File: src/rtl/serial_frame_arbiter.sv
// Arbitrates two frame requesters onto the serial display shift chain (shift, latch, gap).
// Define SERIAL_FRAME_ARB_RR_EN for round-robin arbitration; otherwise requester 0 has priority.
module serial_frame_arbiter #(
    parameter int unsigned SHIFT_WIDTH  = 48,
    parameter int unsigned LATCH_CYCLES = 1,
    parameter int unsigned GAP_CYCLES   = 2
) (
    input  logic                   o_serial_clk,
    input  logic                   i_reset_n,
    input  logic                   i_valid0,
    input  logic [SHIFT_WIDTH-1:0] i_frame0,
    output logic                   o_ready0,
    input  logic                   i_valid1,
    input  logic [SHIFT_WIDTH-1:0] i_frame1,
    output logic                   o_ready1,
    output logic                   o_serial_data,
    output logic                   o_shift_en,
    output logic                   o_serial_latch,
    output logic                   o_busy,
    output logic                   o_grant_id,
    output logic                   o_done
);

    localparam int unsigned MaxLg  = (LATCH_CYCLES > GAP_CYCLES) ? LATCH_CYCLES : GAP_CYCLES;
    localparam int unsigned MaxCnt = (SHIFT_WIDTH > MaxLg) ? SHIFT_WIDTH : MaxLg;
    localparam int unsigned CntW   = (MaxCnt > 2) ? $clog2(MaxCnt) : 1;

    typedef enum logic [1:0] {StIdle, StShift, StLatch, StGap} state_e;

    state_e                 state_q, state_d;
    logic [CntW-1:0]        cnt_q, cnt_d;
    logic [SHIFT_WIDTH-1:0] shift_q, shift_d;
    logic                   grant_id_q, grant_id_d;
    logic                   pick1;
    logic                   accept;

`ifdef SERIAL_FRAME_ARB_RR_EN
    // last_q holds the most recent winner; reset to 1 so the first contended grant goes to 0.
    logic last_q;

    always_comb begin
        pick1 = i_valid1 & (~i_valid0 | ~last_q);
    end

    always_ff @(posedge o_serial_clk) begin
        if (!i_reset_n) begin
            last_q <= 1'b1;
        end else if (accept) begin
            last_q <= pick1;
        end
    end
`else
    always_comb begin
        pick1 = i_valid1 & ~i_valid0;
    end
`endif

    always_comb begin
        o_ready0 = (state_q == StIdle) & i_valid0 & ~pick1;
        o_ready1 = (state_q == StIdle) & pick1;
        accept   = o_ready0 | o_ready1;
    end

    always_comb begin
        state_d    = state_q;
        cnt_d      = cnt_q;
        shift_d    = shift_q;
        grant_id_d = grant_id_q;
        unique case (state_q)
            StIdle: begin
                if (accept) begin
                    shift_d    = pick1 ? i_frame1 : i_frame0;
                    grant_id_d = pick1;
                    cnt_d      = '0;
                    state_d    = StShift;
                end
            end
            StShift: begin
                shift_d = {shift_q[SHIFT_WIDTH-2:0], 1'b0};
                if (cnt_q == CntW'(SHIFT_WIDTH - 1)) begin
                    cnt_d   = '0;
                    state_d = StLatch;
                end else begin
                    cnt_d = cnt_q + 1'b1;
                end
            end
            StLatch: begin
                if (cnt_q == CntW'(LATCH_CYCLES - 1)) begin
                    cnt_d   = '0;
                    state_d = StGap;
                end else begin
                    cnt_d = cnt_q + 1'b1;
                end
            end
            StGap: begin
                if (cnt_q == CntW'(GAP_CYCLES - 1)) begin
                    cnt_d   = '0;
                    state_d = StIdle;
                end else begin
                    cnt_d = cnt_q + 1'b1;
                end
            end
            default: begin
                state_d = StIdle;
                cnt_d   = '0;
            end
        endcase
    end

    always_ff @(posedge o_serial_clk) begin
        if (!i_reset_n) begin
            state_q    <= StIdle;
            cnt_q      <= '0;
            shift_q    <= '0;
            grant_id_q <= 1'b0;
        end else begin
            state_q    <= state_d;
            cnt_q      <= cnt_d;
            shift_q    <= shift_d;
            grant_id_q <= grant_id_d;
        end
    end

    always_comb begin
        o_shift_en     = (state_q == StShift);
        o_serial_data  = (state_q == StShift) & shift_q[SHIFT_WIDTH-1];
        o_serial_latch = (state_q == StLatch);
        o_busy         = (state_q != StIdle);
        o_done         = (state_q == StGap) & (cnt_q == '0);
        o_grant_id     = grant_id_q;
    end

endmodule

File: config.mk
export PLATFORM = sky130hd
export DESIGN_NAME = serial_frame_arbiter
export DESIGN_NICKNAME = d
export VERILOG_FILES = /design/src/rtl/serial_frame_arbiter.sv
export SDC_FILE = /design/constraint.sdc
export NUM_CORES = 1
export LEC_CHECK = 0
export CORE_MARGIN = 2
export CORE_UTILIZATION = 25
export CTS_CLUSTER_DIAMETER = 150
export DETAILED_ROUTE_END_ITERATION = 10
export PLACE_DENSITY = 0.55
export SLEW_MARGIN = 20
export SYNTH_ARGS = -nofsm -noshare
export SYNTH_HDL_FRONTEND = slang
export SYNTH_SLANG_ARGS = --single-unit
File: constraint.sdc
create_clock -name o_serial_clk -period 5.4 [get_ports o_serial_clk]
set_input_delay 1.35 -clock o_serial_clk [delete_from_list [all_inputs] [get_ports o_serial_clk]]
set_output_delay 1.35 -clock o_serial_clk [all_outputs]
set_load 0.02 [all_outputs]
Word-level counts from Yosys, hierarchy flattened
Cells that the tools add are included.
{ "word_totals": {"reg_bits": 57, "wordCells": 43, "inputBits": 100, "out_inout_bits": 8} }
{ "classes": {"n_reduce_logical": 7, "eq_ne": 9, "n_addsub": 1, "bitwise": 9, "mux": 13} }
{ "ops": {"columns": ["cell", "count"], "rows": [
  ["two-way mux 48 bit", 2],
  ["one-hot mux 48 bit (2 select lines)", 1],
  ["two-way mux 6 bit", 4],
  ["one-hot mux 6 bit (4 select lines)", 1],
  ["two-way mux 2 bit", 4],
  ["one-hot mux 2 bit (4 select lines)", 1],
  ["adder 6 x 1 -> 6 bit, second input constant", 1],
  ["bitwise AND 1 bit", 6],
  ["== test 6 x 1 -> 1 bit, second input constant", 1],
  ["== test 6 bit, second input constant", 1],
  ["zero test 6 bit", 1],
  ["== test 2 bit, second input constant", 2],
  ["inequality test 2 x 1 -> 1 bit, second input constant", 2],
  ["inequality test 2 bit, second input constant", 2],
  ["AND reduction 2 bit", 2],
  ["AND reduction 4 bit", 1],
  ["nonzero test 2 bit", 2],
  ["== test 2 x 1 -> 1 bit, second input constant", 1],
  ["zero test 2 bit", 1],
  ["inverter 1 bit", 2],
  ["OR 1 bit", 1]
]} }

Logic depth before layout (Yosys ltp)
{ "logic_depth": {"word_depth": 7, "mapped_depth": 9, "depth_no_buf": 6} }

Worst setup path before layout
No wires, ideal clock.
{ "synth_path": {"kind": "input to output", "startpoint": "input port i_valid1", "endpoint": "output port o_ready1", "slack_ns": 1.846, "t_arrival_ns": 2.204, "required_time_ns": 4.050, "path_buffers": 2, "path_stages": 4, "path_cell_list": "nor2b_1 -> buf_2 -> buf_4 -> and2_1"} }
{ "synth_via": {"elab_chain_len": 2} }
{ "synth_lines": {"columns": ["item", "line_no", "text"], "rows": [
  ["start: declaration", "13", "input logic i_valid1,"],
  ["bitwise AND 1 bit", "54", "pick1 = i_valid1 & ~i_valid0;"],
  ["bitwise AND 1 bit", "60", "o_ready1 = (state_q == StIdle) & pick1;"],
  ["end: declaration", "15", "output logic o_ready1,"]
]} }
No other way between the ends.

Worst setup path after layout
Ends and elaborated chain as after synthesis.

==> qor.csv <==
stage,metric,value,unit
outcome,status,"complete, no violations",
synthesis,synth_area,3360,sq um
grt,grt_pass1_wl,13800,um
finish,fin_cells,662,
finish,regArea,1140,sq um
setup_path,critPathTopFamily,buffers and inverters,
clocking,cts_setup_buffers,0,
power,p_leak,1.68,nW
timing,setup_tns,0,ps
clocking,root_buffer,clkbuf_16,
power,p_per_area,480,nW/um^2
setup_path,reg2reg_from,state_q[1],
clocking,cts_sinks,57,
grt,grt.met2_usage,0.206,
clocking,clock_latency,320,ps
die,ios,108,
routing,routedWlPerCell,12.6,um
setup_path,worst-path-buf-inv,2,
die,dieArea,14400,sq um
synthesis,synth-edff-count,0,
finish,drive_above_1_share,0.152,
power,vdd_drop_max,0.000268,V
setup_path,startpoint,i_valid1,
routing,drc,0,
routing,post_drt_via_cell_ratio,4.54,
finish,finalInstanceArea,4860,sq um
grt,use_met3,0.0295,
die,core,13200,sq um
placement,pre_cts_ws,1260,ps
timing,finalWorstSetupSlack,1270,ps
setup_path,critPathMaxFanout,3,
finish,antenna_cells,0,
timing,hold_viol,0,
synthesis,ys_ff_latch,57,
die,initial_core_util,0.255,
setup_path,cp-start-kind,input pin,
die,fp-row-count,42,
clocking,clkTransAtPathRegs,50,ps
clocking,htreeDepth,3,
routing,first_iter_violations,118,
placement,hpwl,5470,um
finish,fill_cells,1309,
grt,grt_use_met1,0.141,
clocking,numCtsBuffers,9,
timing,fmax,242,MHz
synthesis,synth_area_per_cell,8.56,sq um
finish,finalNetCount,589,
setup_path,slowest_delay,610,ps
synthesis,netlist-cell-type-count,35,
setup_path,cp.required,4050,ps
routing,vias,3007,
timing,fin_hold_ws,446,ps
grt,overflow,0,
placement,gp_congestion,0.701,
synthesis,synth_warnings,0,
timing,final.min_clock_period,4130,ps
timing,worst_slew_pin_slew,894,ps
setup_path,r2r_cells,7,
grt,grt_max_degree,54,
timing,rsz0062_at_grt,false,
setup_path,regToRegSetupSlack,3060,ps
timing,final.setup_skew,5.51,ps
die,chipHeight,120,um
timing,slew_viol_final,0,
synthesis,yosysMostFrequentCell,nand2_1,
setup_path,r2r-end,shift_q[0],
synthesis,synth_top_area_frac,0.340,
grt,busiest_layer,met2,
grt,grt_pass1_vias,2944,
setup_path,cp_slowest_cell,clkdlybuf4s50_1,
synthesis,ys.flop_type,dfxtp_1,
timing,fin_crit_sh,0.766,
placement,post_dp_cell_area,4540,sq um
die,fp.dieW,120,um
synthesis,synth_common_cells,"nand2_1, dfxtp_1, a21oi_1",
clocking,hold_buffers,0,
clocking,cts_resized,0,
synthesis,synth.largest_area_cell,dfxtp_1,
setup_path,worst-path-stages,4,
grt,grt.total_usage,0.119,
setup_path,criticalPathCategory,input pin to output pin,
finish,multi_input_area,2060,sq um
setup_path,path_cells,clkdlybuf4s50_1 -> nor2b_4 -> and2_1 -> clkdlybuf4s50_1,
routing,drt_wl_total,8330,um
setup_path,path_common_cell,clkdlybuf4s50_1,
clocking,cts_tree,done,
synthesis,postSynthCellCount,392,
routing,ant_nets,0,
placement,place.detailed.instances,645,
synthesis,yosysSeqAreaShare,0.340,
grt,antenna_found_initial,0,
hold_path,worstHoldPathType,flop to flop,
routing,drtPass1Iterations,4,
setup_path,cp-endpoint,o_ready1,
timing,slew_headroom,0.404,
timing,setup_viol,0,
clocking,clock_path_buffers,2,
synthesis,syn-num-nets,500,
synthesis,synth_area_leaders,"dfxtp_1, mux2_2, o211ai_1, nand2b_1, a21oi_1",
flow_run,maxCapViolCount,0,
finish,syn_to_final_growth,44.7,%
setup_path,worstPathArrival,2780,ps
setup_path,worst_setup_path_end_kind,output pin,
placement,io_buffers,107,
synthesis,synthArstFlopShare,0,
[tightest hold or removal path: stages, from the launching register on]
cell	delay, ps
dfxtp_1	300
nand2_1	50
a21oi_1	50
[registers in the layout (all words and copies together), names as in the netlist]
register / flops
cnt_q: 6
state_q: 2
shift_q: 48
o_grant_id: 1
[worst min-delay path by stage]
stage,from,endpoint,slack [ps],cells past startpoint
detailed placement,shift_q[36],shift_q[36],440,2
floorplan,shift_q[0],shift_q[0],430,2
finish,shift_q[37],shift_q[37],450,2
global placement,shift_q[31],shift_q[31],440,2
global route,shift_q[25],shift_q[25],460,2
CTS,shift_q[36],shift_q[36],450,2
[cell usage in the layout, fill, tap and decap left out, drive strengths merged, types with 2 or more instances in the layout]
cell type,n
nor2,4
mux2,47
dfxtp,57
clkbuf,11
a21boi,2
nand2,59
clkinv,2
and2,2
o21ai,2
clkdlybuf4s50,107
buf,4
ha,8
mux2i,3
inv,7
nand2b,47
xor2,3
and3,2
nand4,2
nor3,5
clkinvlp,2
o211ai,47
a21oi,50
nor4,3
[per-stage QoR]
stage,utilization,power (mW)
after detailed placement,0.344,1.77
after global placement,0.344,1.74
after CTS,0.367,2.35
final,0.368,2.33
after floorplan,-,1.50
after global routing,0.368,2.54
[metal layers]
layer	up-vias	wire, um
met5	-	0
met4	0	113
met3	10	484
met2	78	3950
met1	1361	3790
li1	1558	-
[power breakdown]
part / internal (mW) / switching (mW)
combinational: 0.489 / 0.603
sequential: 0.602 / 0.0769
clock: 0.367 / 0.194
total: 1.46 / 0.874
[cell type report]
class,count,share of cell area
flip-flops and latches,57,0.235
clock inverters,5,0.0113
repair buffers,111,0.229
well taps,176,0.0453
inverters,7,0.00541
clock buffers,11,0.0500
multi-input cells,295,0.424
[cell families (layout without fill, tap and decap cells)]
kind of cell | Yosys count | in the layout | synth area share
muxes | 50 | 50 | 0.167
and+or+nand+nor | 130 | 130 | 0.203
xor gates and xnor gates | 4 | 4 | 0.0104
AOI/OAI and AO/OA | 103 | 103 | 0.193
DFF | 57 | 57 | 0.340
adders and majority gates | 8 | 8 | 0.0298
buffers and inverters | 40 | 134 | 0.0570
No activity file was read; power rests on OpenSTA's default activity.
